<file path="src/rtl/rs485_frame_ctrl.sv">
// rs485_frame_ctrl: parses 55 AA CMD ADDR LEN D0..Dn CHK frames from the byte receiver
// and commits checksum-validated payloads to the BRAM write port.
module rs485_frame_ctrl #(
   parameter int ADDR_W = 8,
   parameter int MAX_LEN = 16,
   parameter int TIMEOUT = 4096,
   parameter logic [7:0] SYNC0 = 8'h55,
   parameter logic [7:0] SYNC1 = 8'hAA,
   parameter logic [7:0] CMD_WR = 8'h01
) (
   input  logic              bclk,
   input  logic              reset,
   input  logic              rx_ready,
   input  logic [7:0]        rx_dout,
   output logic              bram_we,
   output logic [ADDR_W-1:0] bram_addr,
   output logic [7:0]        bram_din,
   output logic              busy,
   output logic              frame_ok,
   output logic              frame_err,
   output logic [1:0]        err_code,
   output logic [7:0]        frame_cnt
);
   localparam int IW = $clog2(MAX_LEN + 1);
   localparam int PW = $clog2(MAX_LEN);
   typedef enum logic [2:0] {S_HUNT0, S_HUNT1, S_CMD, S_ADDR, S_LEN, S_DATA, S_CHK, S_COMMIT} state_t;
   state_t state;
   logic rdy_d, strobe, in_frame;
   logic [7:0] sum;
   logic [ADDR_W-1:0] base;
   logic [IW-1:0] len, idx, wr_idx;
   logic [15:0] gap;
   logic [7:0] pay [MAX_LEN];
   assign strobe = rx_ready & ~rdy_d;
   assign in_frame = state inside {S_CMD, S_ADDR, S_LEN, S_DATA, S_CHK};
   assign busy = state != S_HUNT0;
   // payload buffer carries no reset; it is always rewritten before being read
   always_ff @(posedge bclk)
      if (strobe && state == S_DATA) pay[idx[PW-1:0]] <= rx_dout;
   always_ff @(posedge bclk or negedge reset)
      if (!reset) begin
         state <= S_HUNT0;
         rdy_d <= 1'b1;
         sum <= '0;
         base <= '0;
         len <= '0;
         idx <= '0;
         wr_idx <= '0;
         gap <= '0;
         bram_we <= 1'b0;
         bram_addr <= '0;
         bram_din <= '0;
         frame_ok <= 1'b0;
         frame_err <= 1'b0;
         err_code <= 2'd0;
         frame_cnt <= '0;
      end else begin
         rdy_d <= rx_ready;
         frame_ok <= 1'b0;
         frame_err <= 1'b0;
         gap <= (strobe || !in_frame) ? '0 : gap + 16'd1;
         if (state == S_COMMIT) begin
            if (wr_idx < len) begin
               bram_we <= 1'b1;
               bram_addr <= base + ADDR_W'(wr_idx);
               bram_din <= pay[wr_idx[PW-1:0]];
               wr_idx <= wr_idx + 1'b1;
            end else begin
               bram_we <= 1'b0;
               frame_ok <= 1'b1;
               frame_cnt <= frame_cnt + 8'd1;
               state <= S_HUNT0;
            end
         end else if (strobe) begin
            case (state)
               S_HUNT0: state <= (rx_dout == SYNC0) ? S_HUNT1 : S_HUNT0;
               S_HUNT1: state <= (rx_dout == SYNC1) ? S_CMD : (rx_dout == SYNC0) ? S_HUNT1 : S_HUNT0;
               S_CMD:
                  if (rx_dout == CMD_WR) begin
                     sum <= rx_dout;
                     state <= S_ADDR;
                  end else begin
                     frame_err <= 1'b1;
                     err_code <= 2'd2;
                     state <= S_HUNT0;
                  end
               S_ADDR: begin
                  base <= ADDR_W'(rx_dout);
                  sum <= sum + rx_dout;
                  state <= S_LEN;
               end
               S_LEN:
                  if (rx_dout != 8'd0 && rx_dout <= 8'(MAX_LEN)) begin
                     len <= rx_dout[IW-1:0];
                     sum <= sum + rx_dout;
                     idx <= '0;
                     state <= S_DATA;
                  end else begin
                     frame_err <= 1'b1;
                     err_code <= 2'd1;
                     state <= S_HUNT0;
                  end
               S_DATA: begin
                  sum <= sum + rx_dout;
                  idx <= idx + 1'b1;
                  state <= (idx == len - 1'b1) ? S_CHK : S_DATA;
               end
               S_CHK:
                  // first write is issued here so the burst occupies exactly LEN cycles
                  if (rx_dout == sum) begin
                     bram_we <= 1'b1;
                     bram_addr <= base;
                     bram_din <= pay[0];
                     wr_idx <= IW'(1);
                     state <= S_COMMIT;
                  end else begin
                     frame_err <= 1'b1;
                     err_code <= 2'd0;
                     state <= S_HUNT0;
                  end
               default: state <= S_HUNT0;
            endcase
         end else if (in_frame && gap == 16'(TIMEOUT - 1)) begin
            frame_err <= 1'b1;
            err_code <= 2'd3;
            state <= S_HUNT0;
         end
      end
endmodule

</file>
<file path="config.mk">
export PLATFORM = sky130hd
export DESIGN_NAME = rs485_frame_ctrl
export DESIGN_NICKNAME = d
export VERILOG_FILES = /design/src/rtl/rs485_frame_ctrl.sv
export SDC_FILE = /design/constraint.sdc
export NUM_CORES = 1
export LEC_CHECK = 0
export CAP_MARGIN = 15
export CORE_ASPECT_RATIO = 0.5
export CORE_MARGIN = 2
export CORE_UTILIZATION = 61
export DETAILED_ROUTE_END_ITERATION = 7
export PLACE_DENSITY = 0.89
export SLEW_MARGIN = 0
export SYNTH_ARGS = -nofsm -noshare
export SYNTH_HDL_FRONTEND = slang
export SYNTH_SLANG_ARGS = --single-unit
export TNS_END_PERCENT = 1
</file>
<file path="constraint.sdc">
create_clock -name bclk -period 2.99 [get_ports bclk]
set_input_delay 0.598 -clock bclk [delete_from_list [all_inputs] [get_ports bclk]]
set_output_delay 0.598 -clock bclk [all_outputs]
set_load 0.005 [all_outputs]
</file>
**Yosys cells after proc, flatten, opt, wreduce, memory -nomap -nowiden**

Memory sizes are Yosys's and may differ from the RTL's.
Cells that the tools add are included.

- Register bits after elaboration: 80
- RAM bits: 128
- Input bits: 11
- Output and inout port bits: 30
- Word-level logic and storage cells: 130
- Memories: 1

Memory list:

| name | words | width | rd ports | clocked after memory_dff | wr ports | line | text |
|---|---|---|---|---|---|---|---|
| pay | 16 | 8 | 2 | 0 | 1 | 33 | `logic [7:0] pay [MAX_LEN];` |

- Add/sub/neg operators: 7
- $lt $le $gt $ge: 2
- Equality and inequality tests: 21
- Mux-type cells: 54
- Bitwise gates (word level): 4
- Reduce and logical (&&, ||, !) cells: 26

Operators with widths:

| kind | count |
|---|---|
| 8-bit 2-to-1 mux | 12 |
| 5-bit 2-to-1 mux | 6 |
| 8-bit case mux with 3 select lines | 1 |
| 3-bit case mux with 7 select lines | 1 |
| 3-bit 2-to-1 mux | 6 |
| 16-bit by 1-bit adder with 16-bit output, second input constant | 1 |
| 16-bit by 12-bit equality test with 1-bit output, second input constant | 1 |
| 1-bit 2-to-1 mux | 16 |
| 16-bit 2-to-1 mux | 1 |
| 2-bit 2-to-1 mux | 8 |
| 3-bit equality test, second input constant | 4 |
| 4-bit AND reduction | 3 |
| 5-bit by 1-bit adder with 5-bit output, second input constant | 2 |
| 5-bit case mux with 2 select lines | 1 |
| 2-bit nonzero test | 5 |
| 3-bit != test, second input constant | 3 |
| 3-bit nonzero test | 3 |
| 8-bit by 1-bit adder with 8-bit output, second input constant | 1 |
| 8-bit by 5-bit adder with 8-bit output | 1 |
| 8-bit adder | 1 |
| 8-bit by 1-bit equality test with 1-bit output, second input constant | 1 |
| 8-bit by 7-bit equality test with 1-bit output, second input constant | 1 |
| 8-bit equality test | 1 |
| 8-bit equality test, second input constant | 1 |
| other kinds (24) | 33 |

**Depth between registers and ports, before layout**

Gate-level depths: netlist of the first run.

- Word-level depth: 6
- Gate-level depth with buffers: 10

**Worst setup path before layout of the first run**

No wires, ideal clock.

- Path type: input-to-reg
- From: input rx_dout[5]
- To: register bram_din[5]
- Library setup time: 0.125 ns
- Data arrival time: 2.357 ns
- Required time: 2.865 ns
- Setup slack: 0.508 ns
- Stages on the path: 7
- Buffers on the path: 1
- Path through: ha_1 nor4_2 and4_1 a21oi_1 a21oi_4 buf_6 mux2_2

- Word-level cells in the longest chain between the ends: 3

RTL lines:

| what | line | text |
|---|---|---|
| start, declared | 14 | `input logic [7:0] rx_dout,` |
| 8-bit equality test | 110 | `if (rx_dout == sum) begin` |
| 2-bit nonzero test (no source line) | n/a |  |
| 4-bit AND reduction (no source line) | n/a |  |
| end signal, assigned | 66 | `bram_din <= pay[wr_idx[PW-1:0]];` |
| end signal, assigned | 113 | `bram_din <= pay[0];` |
| end, declared | 17 | `output logic [7:0] bram_din,` |

No other way between the ends.
A chain may end at the register's enable or synchronous reset.

**Worst setup path in the final report of the first run**

- From: input rx_dout[0]
- To: register wr_idx[3]

- Word-level cells in the longest chain between the ends: 3

RTL lines:

| what | line | text |
|---|---|---|
| 8-bit equality test | 110 |  |
| 2-bit nonzero test (no source line) | n/a |  |
| 4-bit AND reduction (no source line) | n/a |  |
| end signal, assigned | 67 | `wr_idx <= wr_idx + 1'b1;` |
| end, declared | 31 | `logic [IW-1:0] len, idx, wr_idx;` |

No other way between the ends.

==> impl_metrics.ini, run 1 <==
[run_status]
status = complete, no violations

[layout]
seq_area_um2 = 5850
drive_gt1_share_pct = 19.3
filler_cell_count = 880
diodes = 0
syn_to_final_growth_pct = 16.7
multi_input_area_um2 = 3530
fin_nets = 811

[global_route]
track_usage_pct = 28.6
grt_pass1_wl_mm = 36.6
gr-usage-met2_pct = 47.8
antenna_found_initial = 0
busiest_layer = met2
grt_pass1_vias = 6652
grt_overflow = 0
grt_use_met3_pct = 4.33
grt_max_degree = 50
use_met1_pct = 38.4

[clock_network]
cts_resized = 0
cts_sinks = 208
root_buffer = clkbuf_16
cts_tree = yes
clock_path_buffers = 3
clk_latency_ns = 0.51
cts_setup_buffers = 0
clkTransAtPathRegs_ns = 0.07
htreeDepth = 1
numCtsBuffers = 19
postCtsHoldBufs = 0

[critical_path]
crit_type = input pin to register
arrival_ns = 3.12
cp.required_ns = 3.41
slowest_delay_ns = 0.55
cp-startpoint = rx_dout[0]
end_kind = register
r2r_start = wr_idx[0]$_DFFE_PN0P_
r2r_slack_ns = 0.44
cp_max_fo = 3
crit_path_cell_trace = clkdlybuf4s50_1 > ha_1 > nor4_2 > and4_1 > a21oi_1 > buf_4 > a211oi_1 > mux2i_1
cp_slowest_cell = clkdlybuf4s50_1
start_kind = input pin

[detailed_routing]
routed_wl_mm = 23.5
vias = 6584
remaining_drc_errors = 0
viasPerCell = 6.64
ant_nets = 0
first_pass_iters = 5
drt-initial-drc-count = 697
post_drt_wl_per_cell_um = 23.7

[synthesis]
synth_top_area_cell = edfxtp_1
synth.distinct_cells = 67
ys_seq_area_share_pct = 60.8
ys_seq_elements = 208
ys_warn_count = 0
synthTopCellsByCount = 128 x edfxtp_1, 79 x dfrtp_1, 42 x nor2_1, 35 x nand2_1, 32 x mux4_2
synth_nets = 726
synth.cell_area_um2 = 9610
netlist_instances = 689
ys.flop_type = edfxtp_1
synth_edf_count = 128
ys_async_sr_fraction_pct = 38.5
netlist_top_cells_area = edfxtp_1 40%, dfrtp_1 21%, mux4_2 7.5%
synth.avg_cell_area_um2 = 14.0
synth_top_area_share_pct = 40.0
yosysMostFrequentCell = edfxtp_1

[pwr]
p_leak_uw = 0.00437
power.density_nw_per_um2 = 523
peakVddDrop_v = 0.000351

[sta]
hold_slack_ns = 0.120
period_minus_slack_ns = 2.70
slew_viol_final = 0
skew_ns = 0.0198
setup_viol = 0
period_share_pct = 90.4
hold_viol = 0
fmax_mhz = 370
rsz0062_at_grt = no
fin_ws_ns = 0.286
worst_pin_slew_ns = 0.668
slew_headroom_pct = 55.4

[placement]
place_ws_ns = -0.152
place_hpwl_mm = 14.2
io_buffer_count = 40
gp_congestion = 0.888

[floorplan]
placementRows = 32
start_util_pct = 62.4
die_h_um = 92.8
coreArea_um2 = 15400
die-area_um2 = 16800
num_io_pins = 41
die_w_um = 182

[hold_path]
hold_class = input pin to asynchronous set/reset pin

[run]
maxCapViolations = 0
[cell families (layout without fill, tap and decap cells)]
family | after synthesis | in the layout | synth area share, %
AO/OA/AOI/OAI | 116 | 116 | 8.24
XOR/XNOR | 30 | 30 | 2.73
buffers and inverters | 52 | 150 | 2.50
multiplexers | 76 | 76 | 12.5
flip-flops | 208 | 208 | 60.8
AND/OR/NAND/NOR | 181 | 181 | 9.68
adder cells (fa/ha/maj) | 26 | 26 | 3.54
[where the power goes]
group	total [uW]	internal, uW	switching (uW)
combinational	233	86.7	146
sequential	3080	3070	11.4
clock	2550	1470	1080
total	5860	4630	1230
[metal layers]
metal	vias up	part of all wire [%]	wire length, um
met5	-	0	0
met4	0	4.3	1020
met3	98	9.4	2210
met2	430	48	11200
met1	3251	39	9120
li1	2805	-	-
[sequential cells by signal, summed over array words and instances (netlist names)]
name / count
pay: 128
gap: 16
base: 8
bram_addr: 8
bram_din: 8
frame_cnt: 8
sum: 8
idx: 5
len: 5
wr_idx: 5
state: 3
err_code: 2
bram_we: 1
frame_err: 1
frame_ok: 1
rdy_d: 1
[stage by stage]
| step | std cells | TNS, ns | area, um2 | util, % | total power [uW] |
|---|---|---|---|---|---|
| 2_1_floorplan | 689 | 0 | 9610 | - | 3230 |
| 3_3_place_gp | 957 | -1.21 | 10600 | 68.5 | 3350 |
| 3_5_place_dp | 957 | -2.53 | 10600 | 68.5 | 3360 |
| 4_1_cts | 991 | 0 | 11200 | 72.8 | 5880 |
| 5_1_grt | 991 | 0 | 11200 | 72.8 | 5980 |
| 6_report | 991 | 0 | 11200 | 72.8 | 5860 |
[placed cells by master, fill, tap and decap left out, types with 7 or more instances in the layout]
| master | count |
|---|---|
| o21a_1 | 9 |
| buf_4 | 53 |
| inv_1 | 21 |
| clkbuf_16 | 22 |
| mux2i_1 | 12 |
| mux2_1 | 8 |
| nand2b_1 | 12 |
| nand3_1 | 19 |
| nor3_1 | 15 |
| nand4_1 | 11 |
| o22ai_1 | 9 |
| a31oi_1 | 13 |
| dfrtp_1 | 78 |
| edfxtp_1 | 128 |
| nand2_1 | 35 |
| or3_1 | 7 |
| clkdlybuf4s50_1 | 39 |
| mux4_2 | 32 |
| a21oi_1 | 17 |
| ha_1 | 24 |
| o21ai_0 | 26 |
| mux2_2 | 24 |
| nor2_1 | 42 |
| xnor2_1 | 16 |
| xor2_1 | 14 |
[layout make-up]
| cell class | count | share of cell area [%] |
|---|---|---|
| sequential | 208 | 52.1 |
| multi-input combinational | 429 | 31.4 |
| timing repair buffer | 95 | 7.56 |
| clock buffer | 27 | 5.25 |
| tap | 204 | 2.28 |
| inverter | 21 | 0.703 |
| clock inverter | 7 | 0.625 |
[critical path: cells and delay by family]
family | cells | cell delay, ns
muxes | 1 | 0.24
and+or+nand+nor | 2 | 0.67
AOI/OAI and AO/OA | 2 | 0.45
buffers and inverters | 2 | 0.75
adders and majority gates | 1 | 0.40
[final timing paths]
path | to | cells past startpoint
setup / recovery | wr_idx[3]$_DFFE_PN0P_ | 8
hold / removal | gap[0]$_DFF_PN0_ | 1
setup reg to reg | bram_din[7]$_DFFE_PN0P_ | 6
hold reg to reg | gap[0]$_DFF_PN0_ | 1
max in group asynchronous | bram_addr[7]$_DFFE_PN0P_ | 2
min in group bclk | gap[0]$_DFF_PN0_ | 1
No activity file was read; power rests on OpenSTA's default activity.
==> run 2, diff against run 1 <==
- CTS_BUF_LIST: default -> sky130_fd_sc_hd__clkbuf_16
- HOLD_SLACK_MARGIN: default -> 0.08
==> run 2 against run 1 <==
- combinational power about the same
- power fell by 1.1%
- die area unchanged
- clock skew decreased by 0.0072 ns
- fmax fell by 1.6%
- clock-buffer cell count fell by 5
- sequential share of layout area grew 0.093 points
- global-route usage hardly changed
- first-iteration DRC count fell by 5.5%
- sequential cell count unchanged
- largest cell class unchanged
- worst hold slack lost 0.00054 ns
- utilization is 0.13 points lower
==> impl_metrics.ini, run 2 (synthesis results as in run 1) <==
[detailed_routing]
vias = 6509
post_drt_wl_per_cell_um = 23.6
drt-initial-drc-count = 659
first_pass_iters = 6
remaining_drc_errors = 0
routed_wl_mm = 23.4
ant_nets = 0
viasPerCell = 6.57

[clock_network]
root_buffer = clkbuf_16
cts_resized = 0
clk_latency_ns = 0.50
htreeDepth = 1
numCtsBuffers = 19
cts_setup_buffers = 0
cts_sinks = 208
postCtsHoldBufs = 0
cts_tree = yes
clock_path_buffers = 3
clkTransAtPathRegs_ns = 0.07

[layout]
largest_reg_flops = 128
final_area_um2 = 11200
layout_common_cells = 128 x edfxtp_1, 78 x dfrtp_1, 53 x buf_4
fin_nets = 811
final_common_cell = edfxtp_1
drive_gt1_share_pct = 19.1
postLayoutCoreUtil_pct = 72.6
diodes = 0
syn_to_final_growth_pct = 16.5
filler_cell_count = 881

[floorplan]
coreArea_um2 = 15400
die_h_um = 92.8
num_io_pins = 41
placementRows = 32
die-area_um2 = 16800
start_util_pct = 62.4
die_w_um = 182

[placement]
io_buffer_count = 40
place_hpwl_mm = 14.2
placed_area_um2 = 10600
gp_congestion = 0.888

[global_route]
track_usage_pct = 28.6
grt_pass1_vias = 6687
grt_overflow = 0
grt_pass1_wl_mm = 36.8
grt_max_degree = 50
antenna_found_initial = 0

[sta]
hold_viol = 0
slew_headroom_pct = 55.6
worst_pin_slew_ns = 0.666
period_share_pct = 91.9
period_minus_slack_ns = 2.75
skew_ns = 0.0126
slew_viol_final = 0
hold_slack_ns = 0.119
tns_ns = 0
setup_viol = 0
rsz0062_at_grt = no
fmax_mhz = 364

[run]
maxCapViolations = 0

[critical_path]
arrival_ns = 3.13
end_kind = register
cp_max_fo = 16
start_kind = input pin
cp.required_ns = 3.37
crit_type = input pin to register

[run_status]
status = complete, no violations

[pwr]
peakVddDrop_v = 0.000346
power.density_nw_per_um2 = 518
p_leak_uw = 0.00437
design_power_total_uw = 5800

[hold_path]
hold_class = input pin to asynchronous set/reset pin
==> run 2: report_power, final <==
group          leakage, uW  total (uW)  internal (uW)  switching (uW)
registers          0.00219        3080           3070            11.1
logic              0.00187         232           86.2             145
clock network     0.000321        2490           1410            1080
total              0.00437        5800           4570            1230
==> run 2: layout make-up <==
| type | instances | area (um2) | area share (%) |
|---|---|---|---|
| Sequential cell | 208 | 5850 | 52.2 |
| Multi-Input combinational cell | 429 | 3530 | 31.5 |
| Timing Repair Buffer | 95 | 848 | 7.58 |
| Clock buffer | 22 | 551 | 4.92 |
| Tap cell | 204 | 255 | 2.28 |
| Clock inverter | 12 | 88.8 | 0.793 |
| Inverter | 21 | 78.8 | 0.704 |
==> run 2: stage by stage <==
stage               cells  setup slack (ns)
floorplan             689             0.508
global placement      957           -0.0870
detailed placement    957            -0.152
CTS                   991             0.283
global route          991             0.213
finish                991             0.243
==> run 2: routing by layer <==
layer | up-vias | routed length, um | part of all wire [%] | GRT usage [%]
li1 | 2816 | - | - | -
met1 | 3223 | 9230 | 40 | 38.2
met2 | 389 | 11400 | 49 | 48.8
met3 | 81 | 2000 | 8.6 | 4.64
met4 | 0 | 691 | 3.0 | 9.62
met5 | - | 0 | 0 | 0
==> run 2: path summary, 6_finish.rpt <==
path | slack (ns) | to | depth (start not counted) | startpoint
max | 0.24 | bram_din[7]$_DFFE_PN0P_ | 8 | rx_dout[0]
min | 0.12 | gap[0]$_DFF_PN0_ | 1 | reset
max reg2reg | 0.39 | bram_addr[6]$_DFFE_PN0P_ | 8 | wr_idx[0]$_DFFE_PN0P_
min reg2reg | 0.47 | gap[0]$_DFF_PN0_ | 1 | gap[0]$_DFF_PN0_
max in group asynchronous | 2.17 | bram_addr[7]$_DFFE_PN0P_ | 2 | reset
min in group bclk | 0.47 | gap[0]$_DFF_PN0_ | 1 | gap[0]$_DFF_PN0_
==> run 2: critical path, cell delays in order <==
cell	delay, ns
clkdlybuf4s50_1	0.56
ha_1	0.41
nor4_2	0.39
and4_1	0.30
a21oi_1	0.15
a21oi_4	0.20
buf_12	0.18
mux2_2	0.35
